### config.mk
export PLATFORM = sky130hd
export DESIGN_NAME = ghr_index
export DESIGN_NICKNAME = d
export VERILOG_FILES = /design/src/rtl/ghr_index_pkg.sv /design/src/rtl/ghr_fifo.sv /design/src/rtl/ghr_index.sv
export SDC_FILE = /design/constraint.sdc
export NUM_CORES = 1
export LEC_CHECK = 0
export BUFFER_PORTS_ARGS = -buffer_cell sky130_fd_sc_hd__buf_4
export CAP_MARGIN = 10
export CORE_ASPECT_RATIO = 2
export CORE_MARGIN = 1.5
export CORE_UTILIZATION = 45
export DETAILED_ROUTE_END_ITERATION = 6
export GPL_TIMING_DRIVEN = 0
export PLACE_DENSITY = 0.79
export SLEW_MARGIN = 15
export SYNTH_ARGS = -nofsm -noshare
export SYNTH_HDL_FRONTEND = slang
export SYNTH_HIERARCHICAL = 1
export SYNTH_SLANG_ARGS = --single-unit
### constraint.sdc
create_clock -name clk_i -period 3.5 [get_ports clk_i]
set_input_delay 0 -clock clk_i [delete_from_list [all_inputs] [get_ports clk_i]]
set_output_delay 0 -clock clk_i [all_outputs]
set_load 0.005 [all_outputs]
### src/rtl/ghr_index_pkg.sv
// Sizing defaults and shared types for the global-history PHT index path.
// BPB_T / BPB_H / BPB_D set the index width, history width and checkpoint depth.
`ifndef BPB_T
`define BPB_T 4
`endif
`ifndef BPB_H
`define BPB_H `BPB_T
`endif
`ifndef BPB_D
`define BPB_D 4
`endif

package ghr_index_pkg;

    localparam int unsigned BPB_INDEX_WIDTH = `BPB_T;
    localparam int unsigned BPB_HIST_WIDTH  = `BPB_H;
    localparam int unsigned BPB_DEPTH       = `BPB_D;

    // Which value the speculative history takes at the next edge.
    typedef enum logic [1:0] {
        GHR_HOLD    = 2'd0,
        GHR_SHIFT   = 2'd1,
        GHR_RESTORE = 2'd2,
        GHR_REPAIR  = 2'd3
    } ghr_src_e;

    // Append one outcome bit as the youngest history bit, oldest bit falls off.
    function automatic logic [BPB_HIST_WIDTH-1:0] ghr_shift_default(
        input logic [BPB_HIST_WIDTH-1:0] hist,
        input logic                      outcome
    );
        return BPB_HIST_WIDTH'({hist, outcome});
    endfunction

endpackage

### src/rtl/ghr_fifo.sv
// Checkpoint circular buffer holding pre-shift history for each in-flight branch.
// Pointers wrap naturally because DEPTH is a power of two.
module ghr_fifo
    import ghr_index_pkg::*;
#(
    parameter int unsigned WIDTH = BPB_HIST_WIDTH,
    parameter int unsigned DEPTH = BPB_DEPTH
) (
    input  logic             clk,
    input  logic             rst,
    input  logic             push,
    input  logic             pop,
    input  logic             clear,
    input  logic [WIDTH-1:0] data,
    output logic [WIDTH-1:0] head,
    output logic             full,
    output logic             empty
);

    localparam int unsigned PW = $clog2(DEPTH);
    localparam int unsigned CW = $clog2(DEPTH) + 1;

    logic [WIDTH-1:0] mem [DEPTH];
    logic [PW-1:0]    head_ptr;
    logic [PW-1:0]    tail_ptr;
    logic [CW-1:0]    count;
    logic             push_ok;
    logic             pop_ok;

    assign full    = (count == CW'(DEPTH));
    assign empty   = (count == '0);
    assign push_ok = push & ~full & ~clear;
    assign pop_ok  = pop & ~empty & ~clear;
    assign head    = mem[head_ptr];

    // Storage needs no reset: entries are only read while the count covers them.
    always_ff @(posedge clk) begin
        if (push_ok) begin
            mem[tail_ptr] <= data;
        end
    end

    always_ff @(posedge clk or posedge rst) begin
        if (rst) begin
            head_ptr <= '0;
            tail_ptr <= '0;
            count    <= '0;
        end else if (clear) begin
            head_ptr <= '0;
            tail_ptr <= '0;
            count    <= '0;
        end else begin
            if (push_ok) begin
                tail_ptr <= tail_ptr + PW'(1);
            end
            if (pop_ok) begin
                head_ptr <= head_ptr + PW'(1);
            end
            case ({push_ok, pop_ok})
                2'b10:   count <= count + CW'(1);
                2'b01:   count <= count - CW'(1);
                default: count <= count;
            endcase
        end
    end

endmodule

### src/rtl/ghr_index.sv
// PHT index generator: speculative GHR with per-branch checkpoints and repair.
// BPB_GSHARE_EN defined hashes the GHR into index_o; undefined gives a bimodal index.
module ghr_index
    import ghr_index_pkg::*;
#(
    parameter int unsigned INDEX_WIDTH = BPB_INDEX_WIDTH,
    parameter int unsigned HIST_WIDTH  = BPB_HIST_WIDTH,
    parameter int unsigned DEPTH       = BPB_DEPTH
) (
    input  logic                   clk_i,
    input  logic                   rst_i,
    input  logic                   en_i,
    input  logic [31:0]            pc_i,
    input  logic                   is_branch_i,
    input  logic                   pred_taken_i,
    output logic [INDEX_WIDTH-1:0] index_o,
    output logic                   full_o,
    input  logic                   resolve_valid_i,
    input  logic                   resolve_taken_i,
    input  logic                   mispredict_i,
    input  logic                   flush_i,
    output logic [HIST_WIDTH-1:0]  history_o
);

    logic [HIST_WIDTH-1:0] ghr;
    logic [HIST_WIDTH-1:0] ghr_next;
    logic [HIST_WIDTH-1:0] head;
    logic                  fifo_full;
    logic                  fifo_empty;
    logic                  resolve;
    logic                  repair;
    logic                  flushing;
    logic                  restore;
    logic                  push;
    logic                  pop;
    logic                  clear;
    ghr_src_e              src;

    ghr_fifo #(
        .WIDTH (HIST_WIDTH),
        .DEPTH (DEPTH)
    ) u_fifo (
        .clk   (clk_i),
        .rst   (rst_i),
        .push  (push),
        .pop   (pop),
        .clear (clear),
        .data  (ghr),
        .head  (head),
        .full  (fifo_full),
        .empty (fifo_empty)
    );

    // Priority: mispredict repair > flush > push / correct resolve.
    always_comb begin
        resolve  = en_i & resolve_valid_i & ~fifo_empty;
        repair   = resolve & mispredict_i;
        flushing = en_i & flush_i & ~repair;
        restore  = flushing & ~fifo_empty;
        push     = en_i & is_branch_i & ~fifo_full & ~repair & ~flushing;
        pop      = resolve & ~repair & ~flushing;
        clear    = repair | restore;
        src      = GHR_HOLD;
        if (repair) begin
            src = GHR_REPAIR;
        end else if (restore) begin
            src = GHR_RESTORE;
        end else if (push) begin
            src = GHR_SHIFT;
        end
    end

    always_comb begin
        ghr_next = ghr;
        case (src)
            GHR_SHIFT:   ghr_next = HIST_WIDTH'({ghr, pred_taken_i});
            GHR_RESTORE: ghr_next = head;
            GHR_REPAIR:  ghr_next = HIST_WIDTH'({head, resolve_taken_i});
            default:     ghr_next = ghr;
        endcase
    end

    always_ff @(posedge clk_i or posedge rst_i) begin
        if (rst_i) begin
            ghr <= '0;
        end else begin
            ghr <= ghr_next;
        end
    end

    assign full_o    = fifo_full;
    assign history_o = ghr;

`ifdef BPB_GSHARE_EN
    assign index_o = pc_i[INDEX_WIDTH+1:2] ^ INDEX_WIDTH'(ghr);
`else
    assign index_o = pc_i[INDEX_WIDTH+1:2];
`endif

    // PC bits outside the index window are intentionally ignored.
    logic unused_pc;
    assign unused_pc = ^{pc_i[31:INDEX_WIDTH+2], pc_i[1:0]};

endmodule

==> reports/qor_table.md <==
| Parameter | Value |
|:---|:---|
| Run status | completed |
| Routability-driven placement congestion ratio | 0.875 |
| Post-detailed-route via-to-cell ratio | 5.95 |
| Post-layout min period | 2.93 ns |
| Clk slew on worst S/H paths | 0.09 ns |
| Average size of a mapped cell | 11.9 sq um |
| Flops & latches, synth | 27 |
| Max-cap viol count | 0 |
| Antenna viol nets, final | 0 |
| Slowest CP cell | dfrtp_1 |
| First-pass DRT Iterations | 4 |
| Worst hold path type | in -> reg |
| Number of global-route vias before repair | 1,128 |
| Dominant cell by count in the synthesized netlist | edfxtp_1 |
| Gate count of the mapped netlist | 126 |
| Routed via count | 1,065 |
| Top cell type's share of synthesized area | 32.1% |
| Seq/Total Area, Yosys | 50.5% |
| Worst-Skew Late Latency | 0.27 ns |
| Number of buffers inserted during clock tree synthesis | 3 |
| Final std cells w/o fill | 179 |
| Maximum frequency from static timing analysis | 341 MHz |
| HPWL after detailed placement | 2.55 mm |
| Buffer depth of the longest clock path | 2 |
| Share of the clock period used by the worst path | 83.8% |
| Number of remaining DRC errors | 0 |
| Full die area | 3700 sq um |
| Count of final max-slew check failures | 0 |
| Final TNS setup | 0 ns |
| Top-level I/O count | 50 |
| Worst path setup slack after routing | 0.569 ns |
| Final-stage net count | 195 |
| Number of rows in the core area | 29 |
| Required @ worst endpoint | 3.70 ns |
| Sum of routed wire length over all layers | 3.14 mm |
| Die Wd | 43.8 um |
| Most frequently used flop master after synthesis | edfxtp_1 |
| Global route overflow | 0 |
| Netlist cell types | 41 |
| Fraction of final layout cells sized beyond drive strength 1 | 28.4% |
| Fin. Hold Viols | 0 |
| Post-synth top cells | edfxtp_1 (16), dfrtp_1 (11), inv_1 (9), nor2_1 (9), nand3_1 (7) |
| TritonCTS sink count | 27 |
| Number of setup buffers added after CTS | 0 |
| Max Clock Skew | 0.00189 ns |
| Iteration-0 DRC Markers | 33 |
| Largest fanout on the critical path | 10 |
| Ranking of synthesized cells by area | edfxtp_1 (32%), dfrtp_1 (18%), mux4_2 (6.0%) |
| Area growth syn-to-layout | 15.1% |
| Max incr delay on CP | 0.48 ns |
| Port Buffer Count | 17 |
| Pin count of the biggest net entering global routing | 17 |
| Initial core utilization | 47.4% |
| Combined area of all synthesized cells | 1500 sq um |
| Clock root buffer | clkbuf_8 |
| Slew headroom | 62.6% |
| Inst Count DP | 174 |
| Chain of cells forming the critical path | nor3_1 > and3b_1 > a21oi_1 > buf_4 > o21ai_0 > nor3b_1 > fa_1 > nor4b_1 > o21ai_0 > a31oi_1 |
| Critical path arrival | 3.13 ns |
| Power density relative to cell area | 654 nW/um^2 |
| Async S/R FF share, synth | 40.7% |
| H-tree Lvls | 1 |
| Number of setup violations in the final report | 0 |
| Antenna Cells | 0 |
| TritonCTS clock tree | done |
| Worst Setup End Kind | flip-flop |
| Setup Crit Path Kind | reg -> reg |
| Chip height | 84.5 um |
| Leakage Power | 0.684 nW |
| Post-synth EDFFs | 16 |
| Net count after synthesis | 172 |
| Wire length of the first global-routing pass | 5.22 mm |
| Overall fraction of global-route tracks in use | 19.3% |
| Largest vdd supply drop | 453 uV |
| Number of antenna violations at the first check in global routing | 0 |
| CP most frequent cell | o21ai_0 |
| Wirelength per Cell | 17.5 um |
| Cell taking the most area after synthesis | edfxtp_1 |
| Syn. warnings | 6 |
| Startpoint class of the critical path | flip-flop |
| Actual transition at the worst max-transition pin | 0.553 ns |
| Placeable core area | 3160 sq um |
| RSZ-0062 raised after global routing | false |
| Setup Slack @ Placement | 0.560 ns |
## layout make-up
class                   count  area, sq um
repair buffers             18          138
plain buffers              10         80.1
multi-input cells          80          626
clock inverters             1         7.51
clock buffers               3         41.3
inverters                   9         33.8
fillers                   279         1440
flip-flops and latches     27          756
well taps                  31         38.8
## power breakdown
part           switching [mW]  total (mW)  internal, mW
Sequential             0.0831       0.514         0.431
Combinational           0.227       0.435         0.208
Clock                  0.0955       0.176        0.0808
## final timing paths
check / startpoint / end / slack, ns / cells past startpoint
max reg2reg: u_fifo/count[0] / u_fifo/count[2] / 0.57 / 10
max: u_fifo/count[0] / u_fifo/count[2] / 0.57 / 10
min reg2reg: u_fifo/tail_ptr[1] / u_fifo/tail_ptr[1] / 0.62 / 2
max in group asynchronous: rst_i / u_fifo/head_ptr[0] / 3.01 / 3
min in group asynchronous: rst_i / history_o[3] / 0.17 / 3
min: resolve_taken_i / history_o[0] / 0.05 / 3
## repair_timing
item	4_1_cts	5_1_grt
gates resized for setup	0	0
hold buffers	1	0
endpoints found under the hold margin	11	0
## flip-flops by register name, indices dropped and copies added, names as in the netlist
signal	cells
history_o	4
u_fifo/count	3
u_fifo/head_ptr	2
u_fifo/mem	16
u_fifo/tail_ptr	2
## worst max-delay path, delay by kind of cell, from the launching register on
| kind | cells | cell delay, ns |
|---|---|---|
| compound gates | 4 | 0.61 |
| fa+ha+maj | 1 | 0.44 |
| buf+inv | 1 | 0.21 |
| flops | 1 | 0.48 |
| simple gates | 4 | 1.13 |
## cell usage in the layout (no fill, tap or decap), types with 5 or more instances in the layout
cell type,instances
nor2_1,9
o21ai_0,5
nand3_1,7
inv_1,9
dfrtp_1,11
edfxtp_1,16
buf_4,23
## logic make-up (layout without fill, tap and decap cells)
logic type	after synthesis	count (layout)	share of synthesized area [%]
DFF	27	27	50.5
adders and majority gates	5	5	4.69
buffers and inverters	19	41	7.61
AOI/OAI and AO/OA	23	23	11.0
and+or+nand+nor	42	42	16.1
xor gates and xnor gates	4	4	2.34
muxes	6	6	7.70
## stage by stage
step / utilization (%) / power, mW / area, sq um / hold slack (ns)
after floorplan: - / 0.796 / 1500 / -0.234
after global placement: 52.6 / 0.921 / 1660 / -0.0963
after detailed placement: 52.6 / 0.955 / 1660 / -0.0965
after CTS: 54.5 / 1.13 / 1720 / 0.0452
after global routing: 54.5 / 1.20 / 1720 / 0.0758
final: 54.5 / 1.13 / 1720 / 0.0524
## metal layers
metal	global-route usage [%]	vias up	wire length [um]
met1	18.2	520	981
met3	2.58	13	114
met2	36.1	29	1900
met4	11.8	0	140
met5	0	-	0
li1	-	503	-
Note: power is estimated with default switching activity, not from simulation.
